===== src/rtl/dpad_direction_encoder.sv =====
// dpad_direction_encoder
//   Turns four raw push-buttons into the one-hot heading bus used by the
//   snake game core. Each button is synchronised (2 FF) and debounced; a
//   debounced 0->1 edge is a direction request. The latest request is held
//   as pending and committed to `direction` only on a `step` pulse, so the
//   heading changes at most once per snake move.
//
//   Optional build macro: DPAD_REVERSAL_BLOCK_EN
//     defined   -> a pending heading exactly opposite the current one is
//                  discarded at commit (head may not turn into the body)
//     undefined -> every pending heading commits
//
// Ports
//   clk         in   board clock, rising edge
//   reset       in   synchronous, active-high
//   l, r, u, d  in   raw asynchronous buttons, active-high
//   step        in   one-cycle move pulse from the game core
//   direction   out  [3:0] committed heading: 0001 L, 0010 R, 0100 D, 1000 U
//   dir_changed out  one-cycle pulse while a new `direction` is first visible
module dpad_direction_encoder #(
  parameter int unsigned DEBOUNCE_CYCLES = 1000000,
  parameter int unsigned CNT_W           = 20
) (
  input  logic       clk,
  input  logic       reset,
  input  logic       l,
  input  logic       r,
  input  logic       u,
  input  logic       d,
  input  logic       step,
  output logic [3:0] direction,
  output logic       dir_changed
);

  localparam logic [CNT_W-1:0] CNT_LAST = CNT_W'(DEBOUNCE_CYCLES - 1);

  // Bit order matches the direction encoding: {up, down, right, left}
  logic [3:0]       raw;
  logic [3:0]       sync0;
  logic [3:0]       sync1;
  logic [3:0]       stable;
  logic [CNT_W-1:0] cnt [4];
  logic [3:0]       rise;

  logic [3:0] req;
  logic       req_v;
  logic [3:0] pend;
  logic       pend_v;
  logic [3:0] opp_dir;
  logic       commit;
  logic       block_hit;
  logic       take;

  assign raw = {u, d, r, l};

  // Synchroniser and per-button debounce
  always_ff @(posedge clk) begin
    if (reset) begin
      sync0  <= '0;
      sync1  <= '0;
      stable <= '0;
      for (int unsigned i = 0; i < 4; i++) cnt[i] <= '0;
    end else begin
      sync0 <= raw;
      sync1 <= sync0;
      for (int unsigned i = 0; i < 4; i++) begin
        if (sync1[i] == stable[i]) begin
          cnt[i] <= '0;
        end else if (cnt[i] == CNT_LAST) begin
          stable[i] <= sync1[i];
          cnt[i]    <= '0;
        end else begin
          cnt[i] <= cnt[i] + 1'b1;
        end
      end
    end
  end

  // A request is flagged in the cycle whose edge accepts a new high level,
  // so it lands in `pend` on the same edge that `stable` rises.
  always_comb begin
    rise = '0;
    for (int unsigned i = 0; i < 4; i++)
      rise[i] = sync1[i] & ~stable[i] & (cnt[i] == CNT_LAST);
  end

  // Same-cycle rises: left > right > up > down
  always_comb begin
    req   = '0;
    req_v = |rise;
    if (rise[0])      req = 4'b0001;
    else if (rise[1]) req = 4'b0010;
    else if (rise[3]) req = 4'b1000;
    else if (rise[2]) req = 4'b0100;
  end

  // Commit decision
  always_comb begin
    opp_dir = {direction[2], direction[3], direction[0], direction[1]};
    commit  = step & pend_v;
`ifdef DPAD_REVERSAL_BLOCK_EN
    // opp_dir is 0000 while stationary, so a (non-zero) pend never matches
    block_hit = (pend == opp_dir);
`else
    block_hit = 1'b0;
`endif
    take = commit & ~block_hit & (pend != direction);
  end

  always_ff @(posedge clk) begin
    if (reset) begin
      direction   <= '0;
      dir_changed <= 1'b0;
      pend        <= '0;
      pend_v      <= 1'b0;
    end else begin
      dir_changed <= take;
      if (take) direction <= pend;
      // A new request always survives a same-cycle commit of the old entry
      if (req_v) begin
        pend   <= req;
        pend_v <= 1'b1;
      end else if (commit) begin
        pend_v <= 1'b0;
      end
    end
  end

endmodule


===== config.mk =====
export PLATFORM = sky130hd
export DESIGN_NAME = dpad_direction_encoder
export DESIGN_NICKNAME = d
export VERILOG_FILES = /design/src/rtl/dpad_direction_encoder.sv
export SDC_FILE = /design/constraint.sdc
export NUM_CORES = 1
export LEC_CHECK = 0
export ABC_AREA = 1
export ABC_CLOCK_PERIOD_IN_PS = 1700
export BUFFER_PORTS_ARGS = -buffer_cell sky130_fd_sc_hd__buf_2
export CAP_MARGIN = 40
export CORE_MARGIN = 5
export CORE_UTILIZATION = 40
export DETAILED_ROUTE_END_ITERATION = 16
export GPL_TIMING_DRIVEN = 0
export MAX_ROUTING_LAYER = met4
export SYNTH_ARGS = -nofsm -noshare
export SYNTH_HDL_FRONTEND = slang
export SYNTH_SLANG_ARGS = --single-unit

===== constraint.sdc =====
create_clock -name clk -period 1.7 [get_ports clk]
set_clock_uncertainty 0.15 [all_clocks]
set_input_delay 0.17 -clock clk [delete_from_list [all_inputs] [get_ports clk]]
set_output_delay 0.17 -clock clk [all_outputs]
set_load 0.02 [all_outputs]

======== Yosys cells after proc, flatten, opt, wreduce, memory -nomap -nowiden ========
Memory sizes are Yosys's and may differ from the RTL's.
Index checks and enable logic that the tools add are counted.
storage, ports and cells
  memories ................................ 1
  bits in writable memories ............... 80
  bits of input ports ..................... 7
  register bits after elaboration ......... 22
  word-level logic and storage cells ...... 124
  output and inout port bits .............. 5
operators by class
  muxes and demuxes ....................... 64
  equality and inequality tests ........... 9
  $add $sub $neg .......................... 4
  bitwise logic cells ..................... 30
  reductions and logical operators ........ 6
memories
  memory  words  bits a word  rd ports  clocked after Yosys merged registers in  wr ports  RTL line  text
  cnt     4      20           4         0                                        4         42        logic [CNT_W-1:0] cnt [4];
operators by type and width
  operator                                                         count
  20-bit two-way mux                                               12
  20-bit by 1-bit adder with 20-bit output, second input constant  4
  20-bit == test, second input constant                            4
  1-bit two-way mux                                                48
  4-bit two-way mux                                                3
  1-bit OR                                                         12
  1-bit bitwise AND                                                10
  1-bit inverter                                                   8
  2-bit AND reduction                                              4
  1-bit == test                                                    4
  4-bit inequality test                                            1
  4-bit OR reduction                                               1
  3-bit two-way mux                                                1
  2-bit nonzero test                                               1

======== Logic depth before layout (Yosys ltp) ========
An unclocked memory read counts as a cell.
  depth after elaboration ................. 8
  mapped depth ............................ 10
  mapped depth without buffers ............ 10

======== Worst setup path after synthesis ========
No wires, ideal clock.
  path kind ............................... reg2reg
  from .................................... memory cnt[0][0]
  to ...................................... memory cnt[0][14], data pin
  required time ........................... 1.295 ns
  arrival time ............................ 1.410 ns
  period minus slack after synthesis ...... 1.815 ns
  slack ................................... -0.115 ns
  library setup time ...................... 0.255 ns
  buffers on the path ..................... 1
  stages on the path, launching flop included .. 11
  cell sequence ........................... edfxtp_1 ha_1 nand2_1 inv_2 nand2_2 nor2_1 nand2_1 nand3b_1 buf_4 a21oi_1 and2_1
RTL lines
  what         RTL line
  from (decl)  42

==> results.txt <==
y dimension of the die: 130 um
depth of the most critical reg-to-reg path: 8
setup slack after placement: -0.279 ns
post-synthesis instance area: 0.00578 mm^2
largest buffer count on any clock path: 2
smallest setup slack after layout: -0.189 ns
Endpoint, Worst Hold: sync0[3]
arrival time worst endpoint: 1.92 ns
Net Switching: 1.32 mW
post-route minimum period: 1.89 ns
reg2reg start: cnt[1][0]
violation count after the first detailed-routing iteration: 509
CTS HTree Levels: 3
Critical Path Max Stage Delay: 0.45 ns
number of buffers created by CTS: 9
capturing element type of the critical path: register
share of final-layout standard cells stronger than drive strength 1: 0.360
share of the synthesized area in the top cell type: 0.415
unrepaired setup endpoints after global routing: yes
async set-reset flop share out of synthesis: 0
Total Routing Usage GR: 0.162
largest net degree at the start of global routing: 17
Hold Crit Depth: 3
count of final max-slew check failures: 0
combinational power share: 0.085
violations in the final reports: setup timing
sequential share of power: 0.507
number of flops mapped to enable cells by yosys: 80
Synth Instances: 700
final setup violating endpoints: 78
switching share of total power: 0.234
placer congestion estimate: 0.860
Initial Utilization: 0.403
Synth warnings: 0
I/O pin count: 12
final hold violation count: 0
floorplan die area: 0.0170 mm^2
count of state elements after synthesis: 102
HPWL reported at the end of detailed placement: 8.17 mm
internal reg-to-reg setup slack: -0.19 ns
number of search-and-repair iterations in the first detailed-routing pass: 7
cell with the biggest individual delay on the critical path: sky130_fd_sc_hd__edfxtp_1
number of global-route vias before repair: 4,729
total cell area at the placement stage: 0.00640 mm^2
pwr/cell area: 660 mW/mm^2
worst path cell trace: ha_4, nand3_4, buf_6, nor2_4, nand3_2, nand3_4, buf_4, nor3_2
category of the worst setup path launch point: register
number of vias after detailed routing: 5,253
post-route cell area: 0.00856 mm^2
Skew-Pair Late Insertion Delay: 0.35 ns
cell-internal power: 4.33 mW
standard-cell row count: 44
distinct cell type count of the synthesized netlist: 38
worst vdd ir: 0.474 mV
cell mode on critical path: sky130_fd_sc_hd__nand3_4
Avg Cell Area, Syn: 8.26 um^2
clock network power share: 0.408
required time of the critical path: 1.73 ns
Lkg Pwr: 3.63 nW
critical setup path kind: reg -> reg
largest area contributor in the netlist: sky130_fd_sc_hd__edfxtp_1
placeable core region: 0.0144 mm^2
first-pass GRT wire length: 21.5 mm
antenna violations before repair: 0
Sinks on Clock Net: 102
Hold Path Class: in -> reg
maximum fanout along the worst path: 8
vias per inst: 4.73
I/O Buffers: 11
remaining global-route overflow: 0
signed area change from the synthesized netlist to the final layout: 47.9%
launch instance of the worst min-delay path: reset
TritonCTS clock tree: built
final critical-path share of the clock period: 1.11
Max Cap Viol: 0
remaining antenna violation count: 0
achievable clock frequency: 529 MHz
Die X: 130 um
destination of the worst register-to-register timing path: cnt[1][11]
max-slew headroom at the worst pin: 0.654
cell at the root of the clock tree: sky130_fd_sc_hd__clkbuf_16
routed length per instance: 12.5 um
Primary FF master, synth: sky130_fd_sc_hd__edfxtp_1
count of nets after finishing: 936
clock transition at the register clock pins on the worst setup and hold paths after CTS: 0.07 ns
final worst hold slack: 0.221 ns
antenna cells: 0
worst-margin pin slew: 0.519 ns
outcome: complete, but fails checks
most area-consuming cells after synthesis: sky130_fd_sc_hd__edfxtp_1 42%, sky130_fd_sc_hd__nor2_1 7.8%, sky130_fd_sc_hd__dfxtp_1 7.6%
WL final: 13.9 mm
sequential fraction of the synthesis area: 0.491
DRC errors left: 0
==> sequential cells by signal, indices dropped and copies added, names as in the netlist <==
register / flops
dir_changed: 1
sync1: 4
sync0: 4
stable: 4
pend: 4
pend_v: 1
cnt: 80
direction: 4
==> per-layer routing <==
| metal | share of wire | track usage | vias up | wire length, um |
|---|---|---|---|---|
| met5 | 0 | - | - | 0 |
| met4 | 0.015 | 0.0611 | 0 | 214 |
| met3 | 0.035 | 0.0229 | 19 | 483 |
| met2 | 0.48 | 0.255 | 100 | 6670 |
| met1 | 0.47 | 0.212 | 2457 | 6520 |
| li1 | - | - | 2677 | - |
==> kinds of logic (layout without fill, tap and decap cells) <==
family          after synthesis  after routing  synth area share
fa+ha+maj                     8              8            0.0173
buf+inv                     114            260            0.0770
compound gates               66             66            0.0595
flops                       102            102             0.491
xor+xnor                     25             25            0.0379
other cells                   1             80          0.000648
simple gates                384            385             0.316
==> metrics by stage <==
stage	instances	TNS (ns)	utilization	power, mW
finish	1110	-6.09	0.596	5.65
global route	1110	-12.22	0.596	5.86
CTS	1067	-2.90	0.541	5.59
detailed placement	974	-14.30	0.446	3.17
global placement	974	-13.88	0.446	3.17
floorplan	779	-0.121	-	3.10
==> repair_timing <==
action	4_1_cts	5_1_grt
hold endpoints to repair	7	0
pin swaps	37	59
setup buffers	68	43
cloned	3	1
resized for setup	103	116
hold buffers	6	0
setup endpoints to repair	81	87
==> Yosys cell counts (7+ instances only) <==
| library cell | n |
|---|---|
| sky130_fd_sc_hd__nand4_1 | 16 |
| sky130_fd_sc_hd__o21ai_0 | 18 |
| sky130_fd_sc_hd__dfxtp_1 | 22 |
| sky130_fd_sc_hd__xor2_1 | 16 |
| sky130_fd_sc_hd__ha_1 | 8 |
| sky130_fd_sc_hd__nor2_1 | 120 |
| sky130_fd_sc_hd__o21ai_1 | 7 |
| sky130_fd_sc_hd__inv_2 | 9 |
| sky130_fd_sc_hd__nand2_1 | 115 |
| sky130_fd_sc_hd__nand3_2 | 7 |
| sky130_fd_sc_hd__xnor2_1 | 9 |
| sky130_fd_sc_hd__nor3_1 | 37 |
| sky130_fd_sc_hd__nor2_4 | 7 |
| sky130_fd_sc_hd__edfxtp_1 | 80 |
| sky130_fd_sc_hd__nand2_2 | 7 |
| sky130_fd_sc_hd__nand3_1 | 45 |
| sky130_fd_sc_hd__a21oi_1 | 35 |
| sky130_fd_sc_hd__inv_1 | 96 |
==> power groups by stage <==
stage | clock network, mW | registers, mW | logic, mW
final | 2.30 | 2.86 | 0.481
after global routing | 2.45 | 2.87 | 0.534
after CTS | 2.35 | 2.86 | 0.383
after detailed placement | 0 | 2.92 | 0.253
after global placement | 0 | 2.92 | 0.250
after floorplan | 0 | 2.90 | 0.203
==> area by class of cell <==
type	instances	area, um^2
inverter	106	410
clock buffer	14	328
multi-input combinational	564	3590
sequential	102	2840
fill	1217	5810
clock inverter	2	12.5
tap	184	230
buffer	7	72.6
timing repair buffer	131	1070
==> layout by cell type, fill, tap and decap left out, types with 18 or more instances in the layout <==
| master | instances |
|---|---|
| sky130_fd_sc_hd__conb_1 | 80 |
| sky130_fd_sc_hd__dfxtp_1 | 22 |
| sky130_fd_sc_hd__buf_4 | 96 |
| sky130_fd_sc_hd__nor2_1 | 81 |
| sky130_fd_sc_hd__nand2_2 | 20 |
| sky130_fd_sc_hd__nand3_1 | 33 |
| sky130_fd_sc_hd__edfxtp_1 | 80 |
| sky130_fd_sc_hd__nand2_1 | 92 |
| sky130_fd_sc_hd__nor2_4 | 26 |
| sky130_fd_sc_hd__nor2_2 | 26 |
| sky130_fd_sc_hd__buf_6 | 18 |
| sky130_fd_sc_hd__inv_1 | 87 |
| sky130_fd_sc_hd__a21oi_2 | 19 |
==> how the worst max path moves through the flow <==
| stage | startpoint | endpoint | cells past startpoint |
|---|---|---|---|
| after CTS | cnt[2][1] | cnt[2][16] | 10 |
| after detailed placement | cnt[2][0] | cnt[2][15] | 7 |
| after global placement | cnt[0][0] | cnt[0][14] | 9 |
| after floorplan | cnt[0][0] | cnt[0][14] | 9 |
| after global routing | cnt[1][0] | cnt[1][16] | 10 |
| final | cnt[1][0] | cnt[1][11] | 8 |
==> worst max-delay path: cells and delay by family (launching register included) <==
kind,cells,cell delay [ns]
buffers and inverters,2,0.32
and+or+nand+nor,5,0.60
DFF,1,0.45
adders and majority gates,1,0.20
No activity file was read; power rests on OpenSTA's default activity.
